===== config.mk =====
export PLATFORM = sky130hd
export DESIGN_NAME = freq_gate_ctrl
export DESIGN_NICKNAME = d
export VERILOG_FILES = /design/src/rtl/freq_gate_ctrl.sv
export SDC_FILE = /design/constraint.sdc
export NUM_CORES = 1
export LEC_CHECK = 0
export BUFFER_PORTS_ARGS = -buffer_cell sky130_fd_sc_hd__clkbuf_2
export CAP_MARGIN = 10
export CORE_MARGIN = 2
export CORE_UTILIZATION = 35
export CTS_CLUSTER_SIZE = 8
export DETAILED_ROUTE_END_ITERATION = 8
export GPL_TIMING_DRIVEN = 1
export PLACE_DENSITY = 0.48
export SYNTH_ARGS = -nofsm -noshare
export SYNTH_HDL_FRONTEND = slang
export SYNTH_SLANG_ARGS = --single-unit

===== constraint.sdc =====
create_clock -name clk -period 4 [get_ports clk]
set_input_delay 0 -clock clk [delete_from_list [all_inputs] [get_ports clk]]
set_output_delay 0 -clock clk [all_outputs]
set_load 0.03 [all_outputs]

===== src/rtl/freq_gate_ctrl.sv =====
// freq_gate_ctrl: auto-ranging measurement sequencer producing clear/gate/latch strobes for the BCD edge counter
module freq_gate_ctrl #(
   parameter int TICK_CYC   = 500000,
   parameter int SETTLE_CYC = 4
) (
   input  logic       clk,
   input  logic       rst_n,
   input  logic       run,
   input  logic       ovf,
   input  logic       low,
   output logic       cnt_clr,
   output logic       gate,
   output logic       cnt_latch,
   output logic [1:0] range,
   output logic [1:0] disp_range,
   output logic       over,
   output logic       busy
);
   typedef enum logic [2:0] {S_IDLE, S_CLEAR, S_GATE, S_SETTLE, S_DECIDE, S_LATCH} state_t;
   localparam logic [26:0] TICK_LAST   = 27'(TICK_CYC - 1);
   localparam logic [26:0] SETTLE_LAST = 27'(SETTLE_CYC - 1);
   state_t      r_state, w_next;
   logic [26:0] r_cyc;
   logic [6:0]  r_tick;
   logic [1:0]  r_range, r_disp_range;
   logic        r_hyst, r_over, r_clr, r_gate, r_latch, r_busy;
   logic [6:0]  w_tick_last;
   logic        w_gate_done, w_settle_done, w_up, w_dn;
   logic        w_clr, w_gate, w_latch, w_busy;
   assign w_tick_last   = (r_range == 2'd0) ? 7'd99 : (r_range == 2'd1) ? 7'd9 : 7'd0;
   assign w_gate_done   = (r_cyc == TICK_LAST) && (r_tick == w_tick_last);
   assign w_settle_done = (r_cyc == SETTLE_LAST);
   assign w_up          = ovf && (r_range != 2'd2);
   assign w_dn          = low && !ovf && (r_range != 2'd0) && !r_hyst;
   // state register plus registered strobes so every output comes straight from a flop
   always_ff @(posedge clk or negedge rst_n) begin
      if (!rst_n) begin
         r_state <= S_IDLE;
         r_clr   <= 1'b0;
         r_gate  <= 1'b0;
         r_latch <= 1'b0;
         r_busy  <= 1'b0;
      end else begin
         r_state <= w_next;
         r_clr   <= w_clr;
         r_gate  <= w_gate;
         r_latch <= w_latch;
         r_busy  <= w_busy;
      end
   end
   // next-state logic; dropping run aborts from any state
   always_comb begin
      w_next = r_state;
      case (r_state)
         S_IDLE:   w_next = run ? S_CLEAR : S_IDLE;
         S_CLEAR:  w_next = S_GATE;
         S_GATE:   w_next = w_gate_done ? S_SETTLE : S_GATE;
         S_SETTLE: w_next = w_settle_done ? S_DECIDE : S_SETTLE;
         S_DECIDE: w_next = (w_up || w_dn) ? S_CLEAR : S_LATCH;
         S_LATCH:  w_next = S_CLEAR;
         default:  w_next = S_IDLE;
      endcase
      if (!run) w_next = S_IDLE;
   end
   // strobe values for the state being entered, registered above
   always_comb begin
      w_clr   = (w_next == S_CLEAR);
      w_gate  = (w_next == S_GATE);
      w_latch = (w_next == S_LATCH);
      w_busy  = (w_next != S_IDLE);
   end
   // gate timing: cycle counter wraps per tick, tick counter counts ticks; cycle counter is reused for settle
   always_ff @(posedge clk or negedge rst_n) begin
      if (!rst_n) begin
         r_cyc  <= '0;
         r_tick <= '0;
      end else if (r_state == S_CLEAR || (r_state == S_GATE && w_gate_done)) begin
         r_cyc  <= '0;
         r_tick <= '0;
      end else if (r_state == S_GATE) begin
         r_cyc  <= (r_cyc == TICK_LAST) ? '0 : r_cyc + 27'd1;
         r_tick <= (r_cyc == TICK_LAST) ? r_tick + 7'd1 : r_tick;
      end else if (r_state == S_SETTLE) begin
         r_cyc  <= r_cyc + 27'd1;
      end
   end
   // auto-ranging with one-shot hysteresis and publication of the latched reading's range
   always_ff @(posedge clk or negedge rst_n) begin
      if (!rst_n) begin
         r_range      <= 2'd0;
         r_hyst       <= 1'b0;
         r_disp_range <= 2'd0;
         r_over       <= 1'b0;
      end else begin
         if (r_state == S_DECIDE && run && w_up) begin
            r_range <= r_range + 2'd1;
            r_hyst  <= 1'b1;
         end else if (r_state == S_DECIDE && run && w_dn) begin
            r_range <= r_range - 2'd1;
         end else if (r_state == S_LATCH) begin
            r_hyst  <= 1'b0;
         end
         if (w_next == S_LATCH) begin
            r_disp_range <= r_range;
            r_over       <= ovf;
         end
      end
   end
   assign cnt_clr    = r_clr;
   assign gate       = r_gate;
   assign cnt_latch  = r_latch;
   assign busy       = r_busy;
   assign range      = r_range;
   assign disp_range = r_disp_range;
   assign over       = r_over;
endmodule


# [Yosys cells after proc, flatten, opt, wreduce, memory -nomap -nowiden]
# Index checks and enable logic that the tools add are counted.
[totals] regBits=47 elab_cells=73 in_bits=5
[classes] reduce_logical=25 n_eq_ne=14 mux=19 n_addsub=4
[op_table] op="$mux W27" count=4
[op_table] op="$mux W7" count=4
[op_table] op="$add A27 B1 Y27 const B" count=1
[op_table] op="$eq A27 B19 Y1 const B" count=1
[op_table] op="$eq A27 B2 Y1 const B" count=1
[op_table] op="$pmux W3 S5" count=1
[op_table] op="$reduce_bool A2 Y1" count=5
[op_table] op="$eq A3 B2 Y1 const B" count=3
[op_table] op="$eq A3 B3 Y1 const B" count=3
[op_table] op="$logic_and A1 B1 Y1" count=9
[op_table] op="$mux W3" count=3
[op_table] op="$add A7 B1 Y7 const B" count=1
[op_table] op="$eq A7 B7 Y1" count=1
[op_table] op="$eq A3 B1 Y1 const B" count=2
[op_table] op="$reduce_bool A3 Y1" count=2
[op_table] op="$mux W1" count=4
[op_table] op="$mux W2" count=2
[op_table] op="$mux W4" count=1
[op_table] op="$ne A2 B2 Y1 const B" count=2
[op_table] op="$reduce_and A2 Y1" count=2
[op_table] op="$logic_not A3 Y1" count=1
[op_table] op="$add A2 B1 Y2 const B" count=1
[op_table] op="$eq A2 B1 Y1 const B" count=1
[op_table] op="$logic_not A1 Y1" count=2
[op_table] op="other kinds (4)" count=5

# [Logic depth before layout (Yosys ltp)]
# Gate-level depths: netlist (run 1).
[logic_depth] ltp_word=9 ltp_mapped=7 mapped_depth_nobuf=7

# [Least setup slack after synthesis (run 1)]
# Ideal clock, no wire load.
[synth_timing] path_type="reg2reg" from="reg r_range[1], in the netlist range[1]" to="reg r_disp_range[0], in the netlist disp_range[0]" stages_incl_launch_ff=8 setup_slack_ps=1517 required_time_ps=3875 setup_time_ps=125 arrival_time_ps=2358 cell_sequence="dfrtp_1 > inv_1 > ha_1 > or4_1 > nand2_1 > nand4_2 > a221oi_4 > mux2_4"
[synth_via] elab_chain_cells=9 word_cells_on_any_way=17 cone_classes="4 x eq/ne; 6 x mux; 7 x reduce/logical"
[synth_rtl] element="start: declaration" line_no="25" rtl="logic [1:0] r_range, r_disp_range;"
[synth_rtl] element="start signal: assignment" line_no="96" rtl="r_range <= r_range + 2'd1;"
[synth_rtl] element="start signal: assignment" line_no="99" rtl="r_range <= r_range - 2'd1;"
[synth_rtl] element="$eq A2 B1 Y1" line_no="30" rtl="assign w_tick_last = (r_range == 2'd0) ? 7'd99 : (r_range == 2'd1) ? 7'd9 : 7'd0;"
[synth_rtl] element="$mux W4" line_no="30"
[synth_rtl] element="$mux W7" line_no="30"
[synth_rtl] element="$eq A7 B7 Y1" line_no="31" rtl="assign w_gate_done = (r_cyc == TICK_LAST) && (r_tick == w_tick_last);"
[synth_rtl] element="$logic_and A1 B1 Y1" line_no="31"
[synth_rtl] element="$mux W1" line_no="57" rtl="S_GATE: w_next = w_gate_done ? S_SETTLE : S_GATE;"
[synth_rtl] element="$pmux W3 S5 *" line_no="54" rtl="case (r_state)"
[synth_rtl] element="$mux W3 *" line_no="63" rtl="if (!run) w_next = S_IDLE;"
[synth_rtl] element="$eq A3 B3 Y1 *"
[synth_rtl] element="via w_latch" line_no="29" rtl="logic w_clr, w_gate, w_latch, w_busy;"
[synth_rtl] element="end signal: assignment" line_no="104" rtl="r_disp_range <= r_range;"
[synth_rtl] element="end: declaration" line_no="25"
# The timed path passes the listed nets; every way through them passes the cells marked *.
# A chain may end at the register's enable or synchronous reset.

# [Final worst setup path (run 1)]
[layout_timing] from="reg r_range[1], in the netlist range[1]" to="reg r_disp_range[1], in the netlist disp_range[1]"
# The elaborated chain is that of the path after synthesis.

==> tab_implementation.tex, run 1 <==
\begin{tabular}{lr}
\hline
Metric & Value \\
\hline
\multicolumn{2}{l}{\textbf{Timing}} \\
\quad Setup Viol. Count Final & 0 \\
\quad Relative max-transition margin & 59.10\% \\
\quad Share of the clock period used by the worst path after layout & 61.65\% \\
\quad Clk\_skew & a little over 0.007 ns \\
\quad Number of pins with negative max-slew slack in the final report & 0 \\
\quad Highest clock frequency the design can meet & between 0.4 and 0.5 GHz \\
\quad Unrepaired setup endpoints after global routing & false \\
\quad Final critical path time including I/O delays and setup & 2.466 ns \\
\quad Worst path setup slack after routing & around 1.5 ns \\
\quad Count of final hold-check violations & 0 \\
\quad Final total negative setup slack & 0 ns \\
\quad Actual slew at the worst max-slew pin & roughly 0.6 ns \\
\multicolumn{2}{l}{\textbf{Synth}} \\
\quad Post-synth top flop & sky130\_fd\_sc\_hd\_\_dfrtp\_1 \\
\quad Netlist cell types & 47 \\
\quad Average cell area after synthesis & 9.739 um2 \\
\quad Number of cells produced by synthesis & $\sim$260 \\
\quad Count of flip-flops with a built-in enable after synthesis & 0 \\
\quad Share of synthesized registers carrying an async set or reset & 100.0\% \\
\quad Yosys warning total & 0 \\
\quad Post-synthesis instance area & 2571 um2 \\
\quad Register area share after synthesis & a little under half \\
\quad Post-synthesis register bit count & 47 \\
\quad Number of nets produced by synthesis & between 200 and 300 \\
\multicolumn{2}{l}{\textbf{Place}} \\
\quad Setup WS pre-CTS & around 1.5 ns \\
\quad Port buffer count & 13 \\
\quad DP Cell Count & $\sim$370 \\
\quad Detailed placement HPWL & 3837 um \\
\quad Global placement routability congestion & around 0.75 \\
\multicolumn{2}{l}{\textbf{Floorplan}} \\
\quad IO Count & 14 \\
\quad Floorplan die height & around 90 um \\
\quad Initial Utilization & 35.83\% \\
\quad Site Rows & 31 \\
\quad Die X & 89.71 um \\
\quad Floorplan die area & between 8000 and 9000 um2 \\
\quad Total core area & 7176 um2 \\
\multicolumn{2}{l}{\textbf{Final layout}} \\
\quad Count of placed standard cells in the final layout, fillers left out & around 380 \\
\quad Layout overhead on the synthesized area & 11.68\% \\
\quad ANT cells & 0 \\
\quad Multi-input gate area in the final layout & 1294 um2 \\
\quad Number of fillers in the final layout & slightly above 700 \\
\quad Storage element area & approximately 1200 um2 \\
\quad Fraction of final layout cells with drive strength greater than 1 & 12.54\% \\
\quad NumNets Final & approximately 290 \\
\multicolumn{2}{l}{\textbf{CTS}} \\
\quad Clock sink total & 47 \\
\quad Clock-pin transition on the worst setup and hold timing paths & $\sim$0.1 ns \\
\quad TritonCTS clock tree & built \\
\quad Maximum buffer depth of the clock tree & 2 \\
\quad Insertion delay to the later sink of the worst-skew pair & $\sim$0.3 ns \\
\quad Clock tree root buffer cell & sky130\_fd\_sc\_hd\_\_clkbuf\_8 \\
\quad Number of clock buffers inserted by TritonCTS & 5 \\
\quad H-tree levels & 2 \\
\multicolumn{2}{l}{\textbf{GRT}} \\
\quad Remaining global-route overflow & 0 \\
\quad First-pass GRT wire length & 9563 um \\
\quad Number of antenna violations at the first check in global routing & 0 \\
\quad Maximum number of pins on one net before global-route repair & 48 \\
\quad Via count of the first global-routing pass & around 1900 \\
\quad Overall global routing resource usage & around 15\% \\
\multicolumn{2}{l}{\textbf{Critical path}} \\
\quad Type of element capturing the critical path & flop \\
\quad WP data arrival & roughly 2.7 ns \\
\quad Number of cells on the worst reg-to-reg path & 7 \\
\quad Classification of the worst setup path & flop to flop \\
\quad Start of the worst register-to-register path & range[1] \\
\quad Critical-path maximum fanout & 6 \\
\quad Type of element launching the critical path & flop \\
\quad Data required time at the worst endpoint & between 4 and 5 ns \\
\quad Reg-to-reg slack, setup & roughly 1.5 ns \\
\quad Endpoint of the worst register-to-register path & disp\_range[1] \\
\multicolumn{2}{l}{\textbf{Power and ir drop}} \\
\quad Switching share of power & just under 30\% \\
\quad Switching power total & between 300 and 400 uW \\
\quad Leakage power & approximately 0.0013 uW \\
\quad Relative contribution of combinational cells to total power & between 10\% and 20\% \\
\quad Power share of the clock group & 35.9\% \\
\quad Maximum vdd ir drop & roughly 0.21 mV \\
\quad Power share of the sequential group & a little under half \\
\quad P per Cell Area & between 400 and 500 nW/um2 \\
\quad Cell-internal power & just over 800 uW \\
\multicolumn{2}{l}{\textbf{Worst hold path}} \\
\quad Path type of the worst min-delay path & input pin to flop \\
\quad WHS Path Cells & 3 \\
\quad Worst min-delay path endpoint & r\_state[2] \\
\quad Start point of the worst hold path & run \\
\multicolumn{2}{l}{\textbf{Route}} \\
\quad DRC & 0 \\
\quad Number of antenna-violating nets in the routed design & 0 \\
\quad Drt wl/cell & around 14 um \\
\quad First-pass iteration count of the detailed router & 4 \\
\quad WL final & 5418 um \\
\quad Initial DRC count & 87 \\
\quad Via count of the routed design & between 1500 and 2000 \\
\quad DR vias/cell & slightly above 5 \\
\multicolumn{2}{l}{\textbf{Outcome}} \\
\quad Outcome & completed \\
\multicolumn{2}{l}{\textbf{Job}} \\
\quad \# Max-Cap Violations & 0 \\
\hline
\end{tabular}
==> cell families (layout without fill, tap and decap cells) <==
| logic type | count (synthesis) | in the layout | share of synthesized area [%] |
|---|---|---|---|
| multiplexers | 5 | 5 | 2.530 |
| buffers and inverters | 21 | 36 | 3.941 |
| flip-flops | 47 | 47 | 45.74 |
| XOR/XNOR | 31 | 31 | 10.56 |
| adder cells (fa/ha/maj) | 5 | 5 | 2.433 |
| AO/OA/AOI/OAI | 31 | 31 | 8.905 |
| AND/OR/NAND/NOR | 124 | 124 | 25.89 |
==> layout by cell type (no fill, tap or decap), drive strengths merged, types with 5 or more instances in the layout <==
cell / instances
nand3: 13
a21oi: 9
nand2: 19
ha: 5
clkbuf: 18
nor4: 9
o21ai: 7
xor2: 10
nor3: 10
nor2: 36
dfrtp: 47
xnor2: 21
inv: 11
nand4: 11
==> worst max-delay path by stage <==
stage	slack [ns]	cells after the start	startpoint	to
2_1_floorplan	1.52	7	range[1]	disp_range[0]
3_3_place_gp	1.56	7	range[1]	disp_range[0]
3_5_place_dp	1.49	7	range[1]	disp_range[1]
4_1_cts	1.50	7	range[1]	disp_range[1]
5_1_grt	1.35	7	range[1]	disp_range[1]
6_report	1.53	7	range[1]	disp_range[1]
==> worst max-delay path: stages, from the launching register on <==
cell and delay (ns):
sky130_fd_sc_hd__dfrtp_1 0.47, sky130_fd_sc_hd__inv_1 0.11, sky130_fd_sc_hd__ha_1 0.22, sky130_fd_sc_hd__or4_1 0.51, sky130_fd_sc_hd__nand2_1 0.11, sky130_fd_sc_hd__nand4_2 0.15, sky130_fd_sc_hd__a221oi_4 0.45, sky130_fd_sc_hd__mux2_4 0.33
==> routing by layer <==
metal  GRT usage [%]  vias to the layer above  share of wire [%]
li1                -                      952                  -
met5               0                        -                  0
met3           3.185                        4                3.1
met1           18.02                      928                 46
met4           3.462                        0               0.85
met2           25.88                       28                 50
==> Yosys cell counts (all sizes together), types with 2 or more instances <==
library cell,n,area (um2)
dfrtp,47,1176
nor2,36,135.1
xnor2,21,183.9
nand2,19,71.32
nand3,13,65.06
inv,11,41.29
nand4,11,75.07
nor3,10,55.05
xor2,10,87.58
a21oi,9,45.04
nor4,9,71.32
o21ai,7,35.03
buf,6,45.04
ha,5,62.56
a31oi,4,25.02
and3,4,25.02
and4,4,35.03
clkbuf,4,15.01
mux2,3,45.04
nand2b,3,18.77
or3,3,18.77
or4,3,26.27
a22oi,2,15.01
and2,2,12.51
mux2i,2,20.02
o31ai,2,15.01
==> final cells by class <==
class,count,area share (%)
Timing Repair Buffer,17,3.486
Sequential cell,47,40.96
Clock buffer,5,2.397
Tap cell,99,4.314
Inverter,11,1.438
Clock inverter,3,2.353
Multi-Input combinational cell,196,45.05
==> state kept, by name, indices dropped and copies added, names as in the netlist <==
signal,count
r_cyc,27
r_tick,7
r_state,3
disp_range,2
range,2
busy,1
cnt_clr,1
cnt_latch,1
gate,1
over,1
r_hyst,1
==> power groups by stage <==
stage	clock network [uW]	logic, uW	registers [uW]
2_1_floorplan	0	149	554
3_3_place_gp	0	213	555
3_5_place_dp	0	211	554
4_1_cts	430	213	546
5_1_grt	448	233	552
6_report	421	207	546
==> metrics by stage <==
| stage | total power (uW) | hold WS [ns] | instance area [um2] | util, % |
|---|---|---|---|---|
| after floorplan | 703.1 | -0.2956 | 2571 | - |
| after global placement | 767.9 | 0.1516 | 2715 | 37.84 |
| after detailed placement | 765.5 | 0.1496 | 2715 | 37.84 |
| after CTS | 1190 | 0.03310 | 2872 | 40.02 |
| after global routing | 1233 | 0.04472 | 2872 | 40.02 |
| final | 1174 | 0.03999 | 2872 | 40.02 |
==> timing repair <==
item	CTS	global route
endpoints found under the hold margin	48	0
setup buffers	0	0
hold buffers	2	0
resized for setup	0	0
Power figures use the tool's default switching activity.
==> run 2: changes to the inputs <==
PLACE_DENSITY = 0.49   (was 0.48)
clock period = 2.2 ns   (was 4 ns; I/O delays follow)
==> tab_implementation.tex, run 2 (synthesized netlist as in run 1, its figures left out) <==
\begin{tabular}{lr}
\hline
Metric & Value \\
\hline
\multicolumn{2}{l}{\textbf{Outcome}} \\
\quad Outcome & finished with violations \\
\quad Violations in the final reports & negative setup slack \\
\multicolumn{2}{l}{\textbf{Power and ir drop}} \\
\quad Power share of the sequential group & between 40 and 50\% \\
\quad P per Cell Area & about 630 nW/um2 \\
\quad Switching share of power & 31.74\% \\
\quad Cell-internal power & 1371 uW \\
\quad Power share of the clock group & between 20\% and 30\% \\
\quad Relative contribution of combinational cells to total power & 27.0\% \\
\quad Switching power total & roughly 640 uW \\
\quad Leakage power & $\sim$0.0015 uW \\
\quad Maximum vdd ir drop & 0.3654 mV \\
\multicolumn{2}{l}{\textbf{Floorplan}} \\
\quad Floorplan die height & 89.71 um \\
\quad Die X & approximately 90 um \\
\quad Floorplan die area & between 8000 and 9000 um2 \\
\quad Site Rows & 31 \\
\quad IO Count & 14 \\
\quad Initial Utilization & 35.83\% \\
\quad Total core area & about 7200 um2 \\
\multicolumn{2}{l}{\textbf{Timing}} \\
\quad Setup Viol. Count Final & 3 \\
\quad Worst slack on hold paths & $\sim$0.082 ns \\
\quad Share of the clock period used by the worst path after layout & 101.4\% \\
\quad Worst path setup slack after routing & -0.03004 ns \\
\quad Relative max-transition margin & 70.94\% \\
\quad Count of final hold-check violations & 0 \\
\quad Unrepaired setup endpoints after global routing & true \\
\quad Final critical path time including I/O delays and setup & 2.230 ns \\
\quad Clk\_skew & between 0.008 and 0.009 ns \\
\quad Actual slew at the worst max-slew pin & 0.4359 ns \\
\quad Highest clock frequency the design can meet & around 0.45 GHz \\
\quad Number of pins with negative max-slew slack in the final report & 0 \\
\multicolumn{2}{l}{\textbf{Critical path}} \\
\quad Type of element capturing the critical path & flop \\
\quad Classification of the worst setup path & flop to flop \\
\quad Critical-path maximum fanout & 4 \\
\quad WP data arrival & between 2 and 2.5 ns \\
\quad Type of element launching the critical path & flop \\
\quad Data required time at the worst endpoint & 2.39 ns \\
\multicolumn{2}{l}{\textbf{Final layout}} \\
\quad NumNets Final & 329 \\
\quad Layout overhead on the synthesized area & 23.94\% \\
\quad Fraction of final layout cells with drive strength greater than 1 & a little over a quarter \\
\quad Commonest cells after routing, fill and taps aside & sky130\_fd\_sc\_hd\_\_dfrtp\_1 (45), sky130\_fd\_sc\_hd\_\_buf\_4 (41), sky130\_fd\_sc\_hd\_\_nor2\_1 (36), sky130\_fd\_sc\_hd\_\_xnor2\_1 (21), sky130\_fd\_sc\_hd\_\_nand2\_1 (19) \\
\quad Max FFs per register & 27 \\
\quad Layout Cell Area excl Fill & 3187 um2 \\
\quad ANT cells & 0 \\
\quad Number of fillers in the final layout & just over 700 \\
\quad Most frequent standard cell in the layout excluding fill and tap cells & sky130\_fd\_sc\_hd\_\_dfrtp\_1 \\
\quad Top reg by flops & r\_cyc \\
\quad Largest registers & r\_cyc: 27 flops, r\_tick: 7 flops, r\_state: 3 flops \\
\quad Count of placed standard cells in the final layout, fillers left out & between 400 and 500 \\
\multicolumn{2}{l}{\textbf{Place}} \\
\quad Detailed placement HPWL & 4264 um \\
\quad Placed cell areas & around 3000 um2 \\
\quad Port buffer count & 13 \\
\quad DP Cell Count & 408 \\
\quad Global placement routability congestion & roughly 0.76 \\
\quad Setup WS pre-CTS & -0.06769 ns \\
\multicolumn{2}{l}{\textbf{Job}} \\
\quad \# Max-Cap Violations & 0 \\
\multicolumn{2}{l}{\textbf{CTS}} \\
\quad Clock sink total & 47 \\
\quad Insertion delay to the later sink of the worst-skew pair & around 0.30 ns \\
\quad Maximum buffer depth of the clock tree & 2 \\
\quad TritonCTS clock tree & built \\
\quad H-tree levels & 2 \\
\quad Clock tree root buffer cell & sky130\_fd\_sc\_hd\_\_clkbuf\_8 \\
\quad Clock-pin transition on the worst setup and hold timing paths & 0.08 ns \\
\quad Number of clock buffers inserted by TritonCTS & 5 \\
\multicolumn{2}{l}{\textbf{GRT}} \\
\quad Remaining global-route overflow & 0 \\
\quad Number of antenna violations at the first check in global routing & 0 \\
\quad Via count of the first global-routing pass & approximately 2100 \\
\quad Overall global routing resource usage & 15.10\% \\
\quad Maximum number of pins on one net before global-route repair & 32 \\
\quad First-pass GRT wire length & $\sim$10000 um \\
\multicolumn{2}{l}{\textbf{Route}} \\
\quad Drt wl/cell & $\sim$14 um \\
\quad Number of antenna-violating nets in the routed design & 0 \\
\quad First-pass iteration count of the detailed router & 4 \\
\quad Via count of the routed design & between 2000 and 2500 \\
\quad WL final & roughly 5700 um \\
\quad DRC & 0 \\
\quad Initial DRC count & 62 \\
\quad DR vias/cell & about 5 \\
\multicolumn{2}{l}{\textbf{Worst hold path}} \\
\quad Path type of the worst min-delay path & input pin to flop \\
\hline
\end{tabular}
==> run 2: changes by cell type in the layout (fill, tap and decap cells not counted), moves of 2 or more <==
| cell | delta |
|---|---|
| sky130_fd_sc_hd__buf_4 | +39 |
| sky130_fd_sc_hd__nor4_1 | -2 |
| sky130_fd_sc_hd__dfrtp_2 | +2 |
| sky130_fd_sc_hd__dfrtp_1 | -2 |
| sky130_fd_sc_hd__inv_2 | +2 |
| sky130_fd_sc_hd__inv_1 | -2 |
| sky130_fd_sc_hd__ha_1 | -2 |
| sky130_fd_sc_hd__clkbuf_1 | +2 |
| sky130_fd_sc_hd__nor4_2 | +2 |
| sky130_fd_sc_hd__bufinv_16 | -2 |
==> run 2: layout make-up <==
cell class | count | area (um2) | share of cell area [%]
clock buffers | 7 | 76.32 | 2.395
clock inverters | 1 | 5.005 | 0.1570
inverters | 11 | 41.29 | 1.296
multi-input cells | 196 | 1338 | 41.97
flip-flops and latches | 47 | 1179 | 36.98
well taps | 99 | 123.9 | 3.887
repair buffers | 58 | 424.2 | 13.31
==> run 2: routing by layer <==
metal	wire length [um]	global-route usage, %	vias to the layer above
met1	2836	20.55	969
met5	0	0	-
met3	135	2.598	9
li1	-	-	1036
met4	103	4.872	0
met2	2637	24.62	23
==> run 2: final timing paths <==
| path | start | end | slack, ns | cells past startpoint |
|---|---|---|---|---|
| min in group asynchronous | rst_n | r_cyc[10] | 0.16 | 2 |
| hold reg to reg | disp_range[1] | disp_range[1] | 0.52 | 1 |
| setup reg to reg | r_cyc[0] | disp_range[1] | -0.03 | 6 |
| hold / removal | run | r_state[2] | 0.08 | 3 |
| max in group asynchronous | rst_n | range[0] | 1.26 | 3 |
| setup / recovery | r_cyc[0] | disp_range[1] | -0.03 | 6 |
==> run 2: repair_timing <==
| action | in CTS | in global routing |
|---|---|---|
| hold buffers | 2 | 0 |
| setup endpoints to repair | 3 | 6 |
| pin swaps | 1 | 1 |
| endpoints found under the hold margin | 17 | 0 |
| resized for setup | 3 | 4 |
| setup buffers | 0 | 1 |
==> run 2: worst max-delay path, cell delays in order (launching register included) <==
cell	delay [ns]
sky130_fd_sc_hd__dfrtp_1	0.36
sky130_fd_sc_hd__ha_2	0.19
sky130_fd_sc_hd__or4b_4	0.47
sky130_fd_sc_hd__nor3_4	0.14
sky130_fd_sc_hd__nand4_1	0.21
sky130_fd_sc_hd__a221oi_4	0.42
sky130_fd_sc_hd__mux2_4	0.33
==> run 2: stage by stage <==
| step | util, % | power (uW) | TNS (ns) |
|---|---|---|---|
| 6_report | 44.41 | 2009 | -0.08445 |
| 3_5_place_dp | 42.49 | 1506 | -0.1939 |
| 4_1_cts | 44.08 | 2044 | -0.1524 |
| 2_1_floorplan | - | 1280 | 0 |
| 3_3_place_gp | 42.49 | 1500 | 0 |
| 5_1_grt | 44.41 | 2134 | -0.4799 |
==> run 2: power groups by stage <==
stage	sequential [uW]	combinational, uW	clock [uW]
after global routing	961	600	573
final	951	543	515
after CTS	953	552	538
after floorplan	1010	272	0
after detailed placement	970	536	0
after global placement	970	530	0
==> run 3: changes to the inputs <==
CORE_UTILIZATION = 55   (was 35)
PLACE_DENSITY = 0.73   (was 0.49)
==> tab_implementation.tex, run 3 (synthesized netlist as in run 1, its figures left out) <==
\begin{tabular}{lr}
\hline
Metric & Value \\
\hline
\multicolumn{2}{l}{\textbf{Route}} \\
\quad Drt wl/cell & around 15 um \\
\quad Via count of the routed design & 2109 \\
\quad Initial DRC count & approximately 140 \\
\quad DRC & 0 \\
\quad WL final & about 5600 um \\
\quad Number of antenna-violating nets in the routed design & 0 \\
\quad First-pass iteration count of the detailed router & 4 \\
\quad DR vias/cell & about 5.7 \\
\multicolumn{2}{l}{\textbf{Timing}} \\
\quad Worst path setup slack after routing & -0.06140 ns \\
\quad Setup Viol. Count Final & 3 \\
\quad Relative max-transition margin & around two fifths \\
\quad Share of the clock period used by the worst path after layout & 102.8\% \\
\quad Unrepaired setup endpoints after global routing & true \\
\quad Count of final hold-check violations & 0 \\
\quad Final critical path time including I/O delays and setup & $\sim$2.3 ns \\
\quad Clk\_skew & around 0.0076 ns \\
\quad Number of pins with negative max-slew slack in the final report & 0 \\
\quad Actual slew at the worst max-slew pin & just under 0.9 ns \\
\quad Highest clock frequency the design can meet & about 0.44 GHz \\
\multicolumn{2}{l}{\textbf{Final layout}} \\
\quad Layout Cell Area excl Fill & 3143 um2 \\
\quad NumNets Final & 328 \\
\quad Commonest cells after routing, fill and taps aside & sky130\_fd\_sc\_hd\_\_dfrtp\_1 (45), sky130\_fd\_sc\_hd\_\_buf\_4 (41), sky130\_fd\_sc\_hd\_\_nor2\_1 (36), sky130\_fd\_sc\_hd\_\_xnor2\_1 (21), sky130\_fd\_sc\_hd\_\_nand2\_1 (19) \\
\quad Count of placed standard cells in the final layout, fillers left out & 370 \\
\quad Most frequent standard cell in the layout excluding fill and tap cells & sky130\_fd\_sc\_hd\_\_dfrtp\_1 \\
\quad ANT cells & 0 \\
\quad Largest registers & r\_cyc: 27 flops, r\_tick: 7 flops, r\_state: 3 flops \\
\quad Top reg by flops & r\_cyc \\
\quad Layout overhead on the synthesized area & 22.24\% \\
\quad Fraction of final layout cells with drive strength greater than 1 & approximately 28\% \\
\quad Max FFs per register & 27 \\
\multicolumn{2}{l}{\textbf{Critical path}} \\
\quad Type of element launching the critical path & flop \\
\quad Reg-to-reg slack, setup & -0.06 ns \\
\quad Number of cells on the worst reg-to-reg path & 6 \\
\quad Start of the worst register-to-register path & r\_cyc[0] \\
\quad Data required time at the worst endpoint & $\sim$2.4 ns \\
\quad Classification of the worst setup path & flop to flop \\
\quad WP data arrival & approximately 2.5 ns \\
\quad Type of element capturing the critical path & flop \\
\quad Critical-path maximum fanout & 4 \\
\quad Endpoint of the worst register-to-register path & disp\_range[1] \\
\multicolumn{2}{l}{\textbf{Place}} \\
\quad Global placement routability congestion & between 0.8 and 0.9 \\
\quad Setup WS pre-CTS & -0.06939 ns \\
\quad Port buffer count & 13 \\
\quad DP Cell Count & around 350 \\
\quad Placed cell areas & between 2000 and 3000 um2 \\
\quad Detailed placement HPWL & roughly 3900 um \\
\multicolumn{2}{l}{\textbf{CTS}} \\
\quad Insertion delay to the later sink of the worst-skew pair & 0.30 ns \\
\quad TritonCTS clock tree & built \\
\quad H-tree levels & 2 \\
\quad Maximum buffer depth of the clock tree & 2 \\
\quad Clock-pin transition on the worst setup and hold timing paths & roughly 0.080 ns \\
\quad Clock tree root buffer cell & sky130\_fd\_sc\_hd\_\_clkbuf\_8 \\
\quad Clock sink total & 47 \\
\quad Number of clock buffers inserted by TritonCTS & 5 \\
\multicolumn{2}{l}{\textbf{GRT}} \\
\quad Remaining global-route overflow & 0 \\
\quad Number of antenna violations at the first check in global routing & 0 \\
\quad First-pass GRT wire length & roughly 9400 um \\
\quad Via count of the first global-routing pass & between 2000 and 2500 \\
\quad Overall global routing resource usage & 23.23\% \\
\quad Maximum number of pins on one net before global-route repair & 37 \\
\multicolumn{2}{l}{\textbf{Outcome}} \\
\quad Outcome & finished with violations \\
\quad Violations in the final reports & negative setup slack \\
\multicolumn{2}{l}{\textbf{Power and ir drop}} \\
\quad P per Cell Area & between 600 and 700 nW/um2 \\
\quad Maximum vdd ir drop & $\sim$0.43 mV \\
\quad Leakage power & 0.001419 uW \\
\multicolumn{2}{l}{\textbf{Worst hold path}} \\
\quad WHS Path Cells & 3 \\
\quad Worst min-delay path endpoint & r\_state[2] \\
\quad Path type of the worst min-delay path & input pin to flop \\
\quad Start point of the worst hold path & run \\
\multicolumn{2}{l}{\textbf{Floorplan}} \\
\quad Floorplan die area & $\sim$5200 um2 \\
\quad IO Count & 14 \\
\quad Site Rows & 24 \\
\quad Initial Utilization & 58.25\% \\
\quad Total core area & around 4400 um2 \\
\quad Die X & a little over 70 um \\
\quad Floorplan die height & 72.38 um \\
\multicolumn{2}{l}{\textbf{Job}} \\
\quad \# Max-Cap Violations & 0 \\
\hline
\end{tabular}
-- run 3: cell count changes in the layout (fill, tap and decap cells not counted), sizes merged --
cell	before	now
buf	43	42
clkbuf	20	19
-- run 3: cell type report --
type / instances / area [um2]
Clock buffer: 6 / 82.58
Clock inverter: 1 / 5.005
Fill cell: 330 / 1271
Inverter: 11 / 41.29
Multi-Input combinational cell: 196 / 1358
Sequential cell: 47 / 1179
Tap cell: 52 / 65.06
Timing Repair Buffer: 57 / 412.9
-- run 3: what timing repair did --
item,in CTS,in global routing
buffers inserted,3,7
endpoints found under the hold margin,36,0
hold buffers,2,0
endpoints found under the setup margin,3,29
pin swaps,4,8
gates resized for setup,6,4
-- run 3: per-stage QoR --
stage / total power, uW / utilization, % / hold WS (ns) / TNS, ns
after floorplan: 1280 / - / -0.2956 / 0
after global placement: 1477 / 66.04 / 0.1514 / -0.03517
after detailed placement: 1490 / 66.04 / 0.1510 / -0.1941
after CTS: 2024 / 69.56 / 0.02780 / -0.08092
after global routing: 2131 / 71.20 / 0.05766 / -1.442
final: 2020 / 71.20 / 0.03594 / -0.1739
-- run 3: routing by layer --
metal / part of all wire [%] / track usage, % / up-vias
met3: 2.7 / 4.722 / 11
met4: 1.6 / 7.819 / 0
li1: - / - / 1042
met1: 45 / 31.19 / 1033
met5: 0 / 0 / -
met2: 51 / 37.82 / 23
-- run 3: how the worst max path moves through the flow --
stage,start,slack [ns],endpoint,cells past startpoint
2_1_floorplan,r_cyc[0],0.04,disp_range[0],6
3_3_place_gp,r_cyc[0],-0.01,disp_range[0],6
3_5_place_dp,r_cyc[0],-0.07,disp_range[0],6
4_1_cts,r_cyc[0],-0.03,disp_range[1],6
5_1_grt,r_cyc[0],-0.21,disp_range[1],6
6_report,r_cyc[0],-0.06,disp_range[1],6
-- run 3: power by group --
part	internal, uW	switching [uW]
sequential	919	35.8
clock	247	279
combinational	230	309
total	1400	624
-- run 3: critical path: stages, from the launching register on --
cell and delay (ns):
sky130_fd_sc_hd__dfrtp_1 0.36, sky130_fd_sc_hd__ha_2 0.19, sky130_fd_sc_hd__or4b_4 0.47, sky130_fd_sc_hd__nor3_4 0.17
sky130_fd_sc_hd__nand4_1 0.20, sky130_fd_sc_hd__a221oi_4 0.42, sky130_fd_sc_hd__mux2_4 0.34
